`src/rtl/cskip_sub_seq.sv`:
```
// Sequential carry-skip subtractor: A - B computed one 4-bit group per clock as A + ~B + 1.
// Valid/ready handshake on both operand and result sides.
module cskip_sub_seq #(
   parameter  int unsigned WIDTH   = 10,
   localparam int unsigned NGROUPS = (WIDTH + 3) / 4,
   localparam int unsigned SW      = $clog2(NGROUPS + 1)
) (
   input  logic             clk,
   input  logic             rst_n,
   input  logic [WIDTH-1:0] i_sub_term1,
   input  logic [WIDTH-1:0] i_sub_term2,
   input  logic             i_valid,
   output logic             o_ready,
   output logic [WIDTH-1:0] o_diff,
   output logic             o_borrow,
   output logic [SW-1:0]    o_skip_cnt,
   output logic             o_valid,
   input  logic             i_ready
);

   localparam int unsigned PW        = NGROUPS * 4;
   localparam int unsigned GW        = (NGROUPS > 1) ? $clog2(NGROUPS) : 1;
   localparam int unsigned LAST_BITS = WIDTH - 4 * (NGROUPS - 1);

   typedef enum logic [1:0] {IDLE, CALC, DONE} state_t;

   state_t          state;
   logic [PW-1:0]   a_reg;
   logic [PW-1:0]   b_reg;
   logic [GW-1:0]   grp;
   logic            carry;

   logic [3:0]      a_g_c;
   logic [3:0]      nb_g_c;
   logic [3:0]      s_g_c;
   logic            p_g_c;
   logic            ripple_c;
   logic            cout_c;
   logic            c_top_c;
   logic            last_c;

   // Current group: ripple chain, group propagate and skip mux
   always_comb begin
      a_g_c    = a_reg[4*int'(grp) +: 4];
      nb_g_c   = ~b_reg[4*int'(grp) +: 4];
      s_g_c    = '0;
      c_top_c  = 1'b0;
      ripple_c = carry;
      for (int i = 0; i < 4; i++) begin
         s_g_c[i] = a_g_c[i] ^ nb_g_c[i] ^ ripple_c;
         ripple_c = (a_g_c[i] & nb_g_c[i]) | ((a_g_c[i] ^ nb_g_c[i]) & ripple_c);
         // carry out of bit WIDTH-1 when this is the (possibly partial) last group
         if (i == int'(LAST_BITS) - 1) c_top_c = ripple_c;
      end
      p_g_c  = &(a_g_c ^ nb_g_c);
      cout_c = p_g_c ? carry : ripple_c;
      last_c = (grp == GW'(NGROUPS - 1));
   end

   always_ff @(posedge clk or negedge rst_n) begin
      if (!rst_n) begin
         state      <= IDLE;
         o_ready    <= 1'b1;
         o_valid    <= 1'b0;
         o_diff     <= '0;
         o_borrow   <= 1'b0;
         o_skip_cnt <= '0;
         grp        <= '0;
         carry      <= 1'b1;
         a_reg      <= '0;
         b_reg      <= '0;
      end else begin
         case (state)
            IDLE: begin
               if (i_valid && o_ready) begin
                  a_reg      <= PW'(i_sub_term1);
                  b_reg      <= PW'(i_sub_term2);
                  o_diff     <= '0;
                  o_skip_cnt <= '0;
                  carry      <= 1'b1;
                  grp        <= '0;
                  o_ready    <= 1'b0;
                  state      <= CALC;
               end
            end
            CALC: begin
               // padding positions above WIDTH-1 are never written
               for (int i = 0; i < 4; i++) begin
                  if (4*int'(grp) + i < int'(WIDTH)) o_diff[4*int'(grp) + i] <= s_g_c[i];
               end
               if (p_g_c) o_skip_cnt <= o_skip_cnt + SW'(1);
               carry <= cout_c;
               if (last_c) begin
                  o_borrow <= ~c_top_c;
                  o_valid  <= 1'b1;
                  state    <= DONE;
               end else begin
                  grp <= grp + GW'(1);
               end
            end
            DONE: begin
               if (i_ready) begin
                  o_valid <= 1'b0;
                  o_ready <= 1'b1;
                  state   <= IDLE;
               end
            end
            default: state <= IDLE;
         endcase
      end
   end

endmodule
```
`config.mk`:
```
export PLATFORM = sky130hd
export DESIGN_NAME = cskip_sub_seq
export DESIGN_NICKNAME = d
export VERILOG_FILES = /design/src/rtl/cskip_sub_seq.sv
export SDC_FILE = /design/constraint.sdc
export NUM_CORES = 1
export LEC_CHECK = 0
export ABC_AREA = 1
export CAP_MARGIN = 20
export CORE_UTILIZATION = 50
export DETAILED_ROUTE_END_ITERATION = 8
export HOLD_SLACK_MARGIN = 0.06
export PLACE_DENSITY = 0.74
export SLEW_MARGIN = 20
export SYNTH_ARGS = -nofsm -noshare
export SYNTH_HDL_FRONTEND = slang
export SYNTH_SLANG_ARGS = --single-unit
```
`constraint.sdc`:
```
create_clock -name clk -period 3.13 [get_ports clk]
set_input_delay 0.626 -clock clk [delete_from_list [all_inputs] [get_ports clk]]
set_output_delay 0.626 -clock clk [all_outputs]
set_load 0.02 [all_outputs]
```
# ---- Word-level counts from Yosys, hierarchy flattened
# Cells that the tools add are included.
dict set report totals {
  output_inout_bits 15
  elab_cells 119
  ff_bits 40
  in_bits 24
}
dict set report classes {
  n_shift 2
  n_lt_le_gt_ge 12
  n_mux 39
  n_reduce_logical 19
  bitwise 23
  addsub 5
  eq_ne 9
}
# operator n
set ops {}
lappend ops {{32-bit by 5-bit < comparator with 1-bit output, second input constant} 3}
lappend ops {{10-bit two-way mux} 8}
lappend ops {{10-bit bitwise mux} 4}
lappend ops {{12-bit by 5-bit variable part select with 4-bit output} 2}
lappend ops {{10-bit case mux with 2 select lines} 1}
lappend ops {{3-bit AND reduction} 6}
lappend ops {{5-bit by 1-bit >= comparator with 1-bit output, second input constant} 3}
lappend ops {{5-bit < comparator, second input constant} 3}
lappend ops {{1-bit demux with 4-bit select} 3}
lappend ops {{2-bit two-way mux} 6}
lappend ops {{2-bit inequality test, second input constant} 6}
lappend ops {{4-bit by 2-bit adder with 5-bit output, second input constant} 2}
lappend ops {{1-bit two-way mux} 10}
lappend ops {{1-bit AND} 8}
lappend ops {{2-bit case mux with 2 select lines} 2}
lappend ops {{1-bit bitwise XOR} 8}
lappend ops {{1-bit case mux with 2 select lines} 3}
lappend ops {{2-bit case mux with 3 select lines} 1}
lappend ops {{2-bit AND reduction} 3}
lappend ops {{2-bit nonzero test} 3}
lappend ops {{4-bit by 1-bit adder with 5-bit output, second input constant} 1}
lappend ops {{1-bit logical AND} 5}
lappend ops {{4-bit by 5-bit < comparator with 1-bit output, second input constant} 1}
lappend ops {{2-bit by 1-bit adder with 2-bit output, second input constant} 2}
lappend ops {{11 further kinds} 15}

# ---- Logic depth before layout (Yosys ltp)
# Gate-level depths: netlist (run 1).
dict set report depth {
  word_depth 16
  depth_mapped 15
}

# ---- Worst setup path after synthesis (run 1)
# OpenSTA, ideal clock, no wires.
dict set report synth_path {
  kind {register to register}
  startpoint {register grp[1]}
  endpoint {register o_diff[3]}
  n_path_buf 1
  path_stages_with_launch 16
  slack_ns 0.288
  arrival_ns 2.724
  synth_period_minus_slack_ns 2.842
  required_time_ns 3.012
  path_cell_list {dfrtp_1 -> buf_4 -> inv_2 -> nor2_1 -> inv_1 -> o21ai_0 -> inv_1 -> fa_1 -> inv_1 -> fa_1 -> inv_1 -> fa_1 -> fa_1 -> inv_1 -> nand2_1 -> nand2_1}
}
dict set report synth_via {
  elab_chain_cells 16
}
# item line
set synth_rtl {}
lappend synth_rtl {{from (decl)} 30} ;# logic [GW-1:0] grp;
lappend synth_rtl {{from (signal assigned)} 98} ;# grp <= grp + GW'(1);
lappend synth_rtl {{parallel branches: the longest is 14 deep, another holds 4-bit by 1-bit adder with 5-bit output} n/a}
lappend synth_rtl {{10-bit two-way mux (*)} 89} ;# if (4*int'(grp) + i < int'(WIDTH)) o_diff[4*int'(grp) + i] <= s_g_c[i];
lappend synth_rtl {{10-bit case mux with 2 select lines (*)} 73} ;# case (state)
lappend synth_rtl {{to (decl)} 14} ;# output logic [WIDTH-1:0] o_diff,
# Every way passes the cells marked *. The select of a mux whose other input is x is not followed.
# A chain may end at the register's enable or synchronous reset.

# ---- Worst setup path in the final report (run 1)
dict set report layout_path {
  startpoint {register grp[0]}
  endpoint {register o_diff[7]}
}
# Same word-level chain as after synthesis.

==> results of run 1 <==
==> metal layers <==
layer | GRT usage [%] | share of wire, %
met5 | 0 | 0
met4 | 11.7 | 2.4
met3 | 4.14 | 3.3
met2 | 34.8 | 46
met1 | 27.5 | 48
==> worst min path at each step <==
stage | endpoint | slack, ns | depth (start not counted)
detailed placement | carry | 0.45 | 2
global route | carry | 0.49 | 2
finish | o_diff[0] | 0.45 | 1
floorplan | a_reg[0] | 0.33 | 0
global placement | carry | 0.45 | 2
CTS | carry | 0.47 | 2
==> critical path, stage by stage, from the launching register on <==
cell	delay, ns
dfrtp_1	0.45
nor2_1	0.21
inv_1	0.07
o21ai_1	0.18
inv_1	0.08
fa_1	0.38
inv_1	0.08
fa_1	0.18
inv_1	0.06
fa_1	0.43
fa_1	0.48
inv_1	0.05
nand2_1	0.06
nand2_1	0.05
==> metrics by stage <==
step	cells	area (um^2)	hold slack [ns]
after floorplan	256	2070	0.330
after global placement	338	2470	0.450
after detailed placement	338	2470	0.453
after CTS	346	2560	0.467
after global routing	346	2560	0.490
final	346	2560	0.454
==> Yosys cell counts (2+ instances only) <==
library cell  number
buf_4              2
nor3_1             4
a21oi_1            6
dfrtp_1           38
buf_6              2
o21ai_0            9
dfstp_2            2
fa_1               4
ha_1               8
nor2_4             2
nor2_1            25
clkinv_1           2
nand3_1           33
inv_1             31
buf_2              3
nand2_1           77
==> logic make-up (layout without fill, tap and decap cells) <==
family	Yosys count	count (layout)
AO/OA/AOI/OAI	18	18
adder cells (fa/ha/maj)	12	12
buffers and inverters	42	82
flip-flops	40	40
AND/OR/NAND/NOR	144	144
==> final cells by class <==
| class | instances | area (um^2) |
|---|---|---|
| sequential | 40 | 1000 |
| tap | 50 | 62.6 |
| clock buffer | 8 | 90.1 |
| timing repair buffer | 40 | 390 |
| inverter | 34 | 128 |
| multi-input combinational | 174 | 885 |
| fill | 382 | 1440 |
==> where the power goes <==
part | total, uW | switching [uW] | internal, uW
clock network | 350 | 170 | 180
registers | 517 | 0 | 517
logic | 37.3 | 13.2 | 24.1
total | 904 | 183 | 720
==> timing repair <==
action,4_1_cts,5_1_grt
resized for setup,0,1
endpoints found under the hold margin,0,0
setup endpoints to repair,0,2
==> impl_metrics.yaml, run 1 <==
synthesis:
  ys_warn_count: 0
  synth_edf_count: 0
  synth_top_area_share_pct: 45.9
  synth_adder_area_share_pct: 8.70
  synthArstFlopShare_pct: 100
  synth.avg_cell_area_um2: 8.09
  synth_top_family_by_area: "simple AND/OR/NAND/NOR gates"
  syn-cell-area_um2: 2070
  yosys_most_used_dff: "dfrtp_1"
  synth_compound_area_share_pct: 4.59
  netlist_top_cells_area: "dfrtp_1 46%, nand2_1 14%, nand3_1 8.0%"
  synth-seq-cells: 40
  synth_cells: 256
  synthXorXnorAreaFrac_pct: 0
  yosys.area.top_type: "dfrtp_1"
  synthMuxAreaShare_pct: 0
  yosysUniqueCellTypes: 24
  syn_nets: 292
  synth-simple-area-share_pct: 29.4
  yosysSeqAreaShare_pct: 48.4
floorplanning:
  die_y_um: 66.4
  initial_core_util_pct: 51.8
  fp.dieW_um: 66.4
  coreArea_um2: 4000
  io_pins: 39
  die_area_um2: 4410
  rows: 23
global_route:
  grt_pass1_vias: 1535
  overflow: 0
  antenna_found_initial: 0
  grt_pass1_wl_um: 6980
  grt_start_max_net_pins: 41
  grt_use_total_pct: 21.7
critical_path:
  r2r_slack_ns: 0.23
  r2r_start: "grp[0]"
  endpoint: "o_diff[7]"
  critPathMaxFanout: 6
  start_kind: "flip-flop"
  crit_path_end_kind: "flip-flop"
  reg2regPathDepth: 13
  worstPathRequired_ns: 3.31
  crit_type: "reg2reg"
  cp.arrival_ns: 3.08
  cp-startpoint: "grp[0]"
  reg2reg_to: "o_diff[7]"
finish:
  layout_commonest_cell: "nand2_1"
  layout_common_cells: "77 x nand2_1, 38 x dfrtp_1, 37 x clkdlybuf4s50_1"
  drive_gt1_share_pct: 5.07
  nNetsFinal: 331
  fin_util_pct: 64.0
  diodes: 0
  syn2layout_area_growth_pct: 23.5
clocking:
  postCtsHoldBufs: 0
  clk_pin_slew_ns: 0.07
  cts_sinks: 40
  cts_tree: "yes"
  root_buffer: "clkbuf_8"
  cts_buffers: 5
  cts-htree-levels: 2
  post-cts-setup-buffers: 0
  insertion_delay_ns: 0.29
  cts.path.max_buffers: 2
status:
  outcome: "complete, no violations"
timing:
  min_period_ns: 2.90
  layout_setup_ws_ns: 0.234
  fin_crit_sh_pct: 92.5
  timing_hold_violations_final: 0
  slew_viol_final: 0
  relSlewSlack_pct: 40.5
  worstMarginPinSlew_ns: 0.893
  setup_viol: 0
  finalSetupTns_ns: 0
  fin_skew_ns: 0.00464
  fmax_mhz: 345
  rsz0062_at_grt: "false"
routing:
  first_iter_violations: 98
  wirelength_um: 4000
  drtAntennaViolNets: 0
  vias: 1680
  drc: 0
  firstDrtPassIters: 4
  vias_per_cell: 4.86
  wl_per_cell_um: 11.6
placement:
  place.gp.congestion: 0.871
  place_hpwl_um: 3020
  dp_slack_ns: 0.170
  io_buffer_count: 38
pwr:
  pwr_density_cell_nw_per_um2: 353
  total_power_uw: 904
  p_leak_uw: 0.00127
  ir_worst_vdd_mv: 0.206
min_path:
  hp-class: "in2async"
flow_run:
  cap_violations: 0
No activity file was read; power rests on OpenSTA's default activity.
==> inputs of run 2 (changes only) <==
- CELL_PAD_IN_SITES_DETAIL_PLACEMENT: default -> 0
- CELL_PAD_IN_SITES_GLOBAL_PLACEMENT: default -> 1
- CORE_UTILIZATION: 50 -> 38
- PLACE_DENSITY: 0.74 -> 0.76
- TNS_END_PERCENT: default -> 1
==> run 2 against run 1 <==
Total power up 0.10%. Core utilization down 14 points. Die area up 31%. Clock skew down 0.0012 ns. Via count up 0.65%. Global-route usage down 4.5 points. Sequential cell count unchanged. Combinational power about the same. Clock-buffer cell count unchanged.
==> impl_metrics.yaml, run 2 (synthesis results as in run 1) <==
status:
  outcome: "complete, no violations"
pwr:
  p_seq_share_pct: 57.1
  ir_worst_vdd_mv: 0.183
  switchingPower_uw: 184
  power_frac_comb_pct: 4.1
  clock_power_share_pct: 38.8
  pwr_density_cell_nw_per_um2: 347
  internal_power_uw: 720
  sw_frac_of_total_pct: 20.4
  p_leak_uw: 0.00128
placement:
  dp_slack_ns: 0.129
  place_hpwl_um: 3040
  place.gp.congestion: 0.807
  io_buffer_count: 38
  dpl_cell_area_um2: 2510
routing:
  wl_met1_um: 1920
  wl_per_cell_um: 11.0
  vias: 1691
  dr_wl_met2_um: 1880
  wl_met3_um: 172
  drtAntennaViolNets: 0
  vias_per_cell: 4.60
  wirelength_um: 4050
  routed.top_layer: "met4"
  firstDrtPassIters: 4
  first_iter_violations: 51
  drc: 0
min_path:
  hp-class: "in2async"
flow_run:
  cap_violations: 0
global_route:
  antenna_found_initial: 0
  grt_pass1_vias: 1660
  overflow: 0
  grt_pass1_wl_um: 7350
  grt_start_max_net_pins: 41
  grt_use_total_pct: 17.2
critical_path:
  crit_type: "reg2reg"
  cp.arrival_ns: 3.01
  cp_slowest_cell: "fa_1"
  crit_chain: "nor2_2, inv_1, o21ai_2, inv_1, fa_1, inv_1, fa_1, inv_1, fa_1, fa_1, inv_1, nand2_1, nand2_1"
  start_kind: "flip-flop"
  critical_path_buf_inv_count: 5
  crit_path_end_kind: "flip-flop"
  worstPathRequired_ns: 3.32
  crit_top_cell: "inv_1"
  cp_top_family: "adder cells"
  critPathMaxFanout: 9
  worst_path_largest_cell_delay_ns: 0.49
timing:
  rsz0062_at_grt: "false"
  fmax_mhz: 355
  hold_ws_ns: 0.444
  fin_skew_ns: 0.00348
  fin_crit_sh_pct: 90.1
  slew_viol_final: 0
  setup_viol: 0
  timing_hold_violations_final: 0
  worstMarginPinSlew_ns: 0.863
  finalSetupTns_ns: 0
  min_period_ns: 2.82
  relSlewSlack_pct: 42.5
  layout_setup_ws_ns: 0.311
finish:
  drive_gt1_share_pct: 6.71
  fin_util_pct: 50.4
  diodes: 0
  syn2layout_area_growth_pct: 25.8
  layout_commonest_cell: "nand2_1"
  nNetsFinal: 333
  layout_common_cells: "77 x nand2_1, 37 x dfrtp_1, 37 x clkdlybuf4s50_1"
  fillCellCount: 508
  stdcell_area_um2: 2610
floorplanning:
  die_y_um: 75.8
  coreArea_um2: 5170
  initial_core_util_pct: 40.1
  fp.dieW_um: 75.8
  rows: 26
  io_pins: 39
  die_area_um2: 5750
clocking:
  root_buffer: "clkbuf_8"
  cts.path.max_buffers: 2
  clk_pin_slew_ns: 0.07
  cts_buffers: 5
  cts_sinks: 40
  post-cts-setup-buffers: 0
  insertion_delay_ns: 0.29
  cts_tree: "yes"
  cts-htree-levels: 2
==> run 2: cell types whose count changed in the layout (fill, tap and decap cells not counted), sizes merged <==
cell / delta
buf: +2
==> run 2: final cells by class <==
| cell class | count | area (um^2) | share of cell area (%) |
|---|---|---|---|
| timing repair buffer | 42 | 405 | 15.6 |
| tap | 70 | 87.6 | 3.36 |
| clock buffer | 8 | 90.1 | 3.46 |
| inverter | 34 | 128 | 4.90 |
| multi-input combinational | 174 | 891 | 34.2 |
| sequential | 40 | 1000 | 38.6 |
==> run 2: final timing paths <==
| kind | slack [ns] | end | from | cells past startpoint |
|---|---|---|---|---|
| setup / recovery | 0.31 | o_diff[7] | grp[0] | 13 |
| hold / removal | 0.44 | o_valid | rst_n | 1 |
| setup reg to reg | 0.31 | o_diff[7] | grp[0] | 13 |
| hold reg to reg | 0.47 | a_reg[7] | a_reg[7] | 2 |
| max in group asynchronous | 2.09 | grp[0] | rst_n | 1 |
| min in group clk | 0.47 | a_reg[7] | a_reg[7] | 2 |
==> run 2: repair_timing <==
item	4_1_cts	5_1_grt
hold buffers	0	0
hold endpoints to repair	0	0
setup endpoints to repair	0	3
gates resized for setup	0	4
==> run 2: per-stage QoR <==
| stage | power (uW) | std cells |
|---|---|---|
| after floorplan | 527 | 256 |
| after global placement | 565 | 360 |
| after detailed placement | 565 | 360 |
| after CTS | 913 | 368 |
| after global routing | 932 | 368 |
| final | 905 | 368 |
==> run 2: routing by layer <==
layer,GRT usage [%],up-vias
li1,-,882
met1,21.7,768
met2,28.4,34
met3,4.23,7
met4,6.79,0
met5,0,-
==> run 2: power by group through the flow <==
stage	combinational [uW]	clock [uW]	sequential [uW]
2_1_floorplan	0.0365	0	527
3_3_place_gp	38.0	0	527
3_5_place_dp	38.2	0	527
4_1_cts	38.3	358	517
5_1_grt	42.1	373	516
6_report	37.1	351	517
==> inputs of run 3 (changes only) <==
- GPL_ROUTABILITY_DRIVEN: default -> 1
==> results of run 3 <==
Final layout, timing and power as in run 2 (identical DEF).
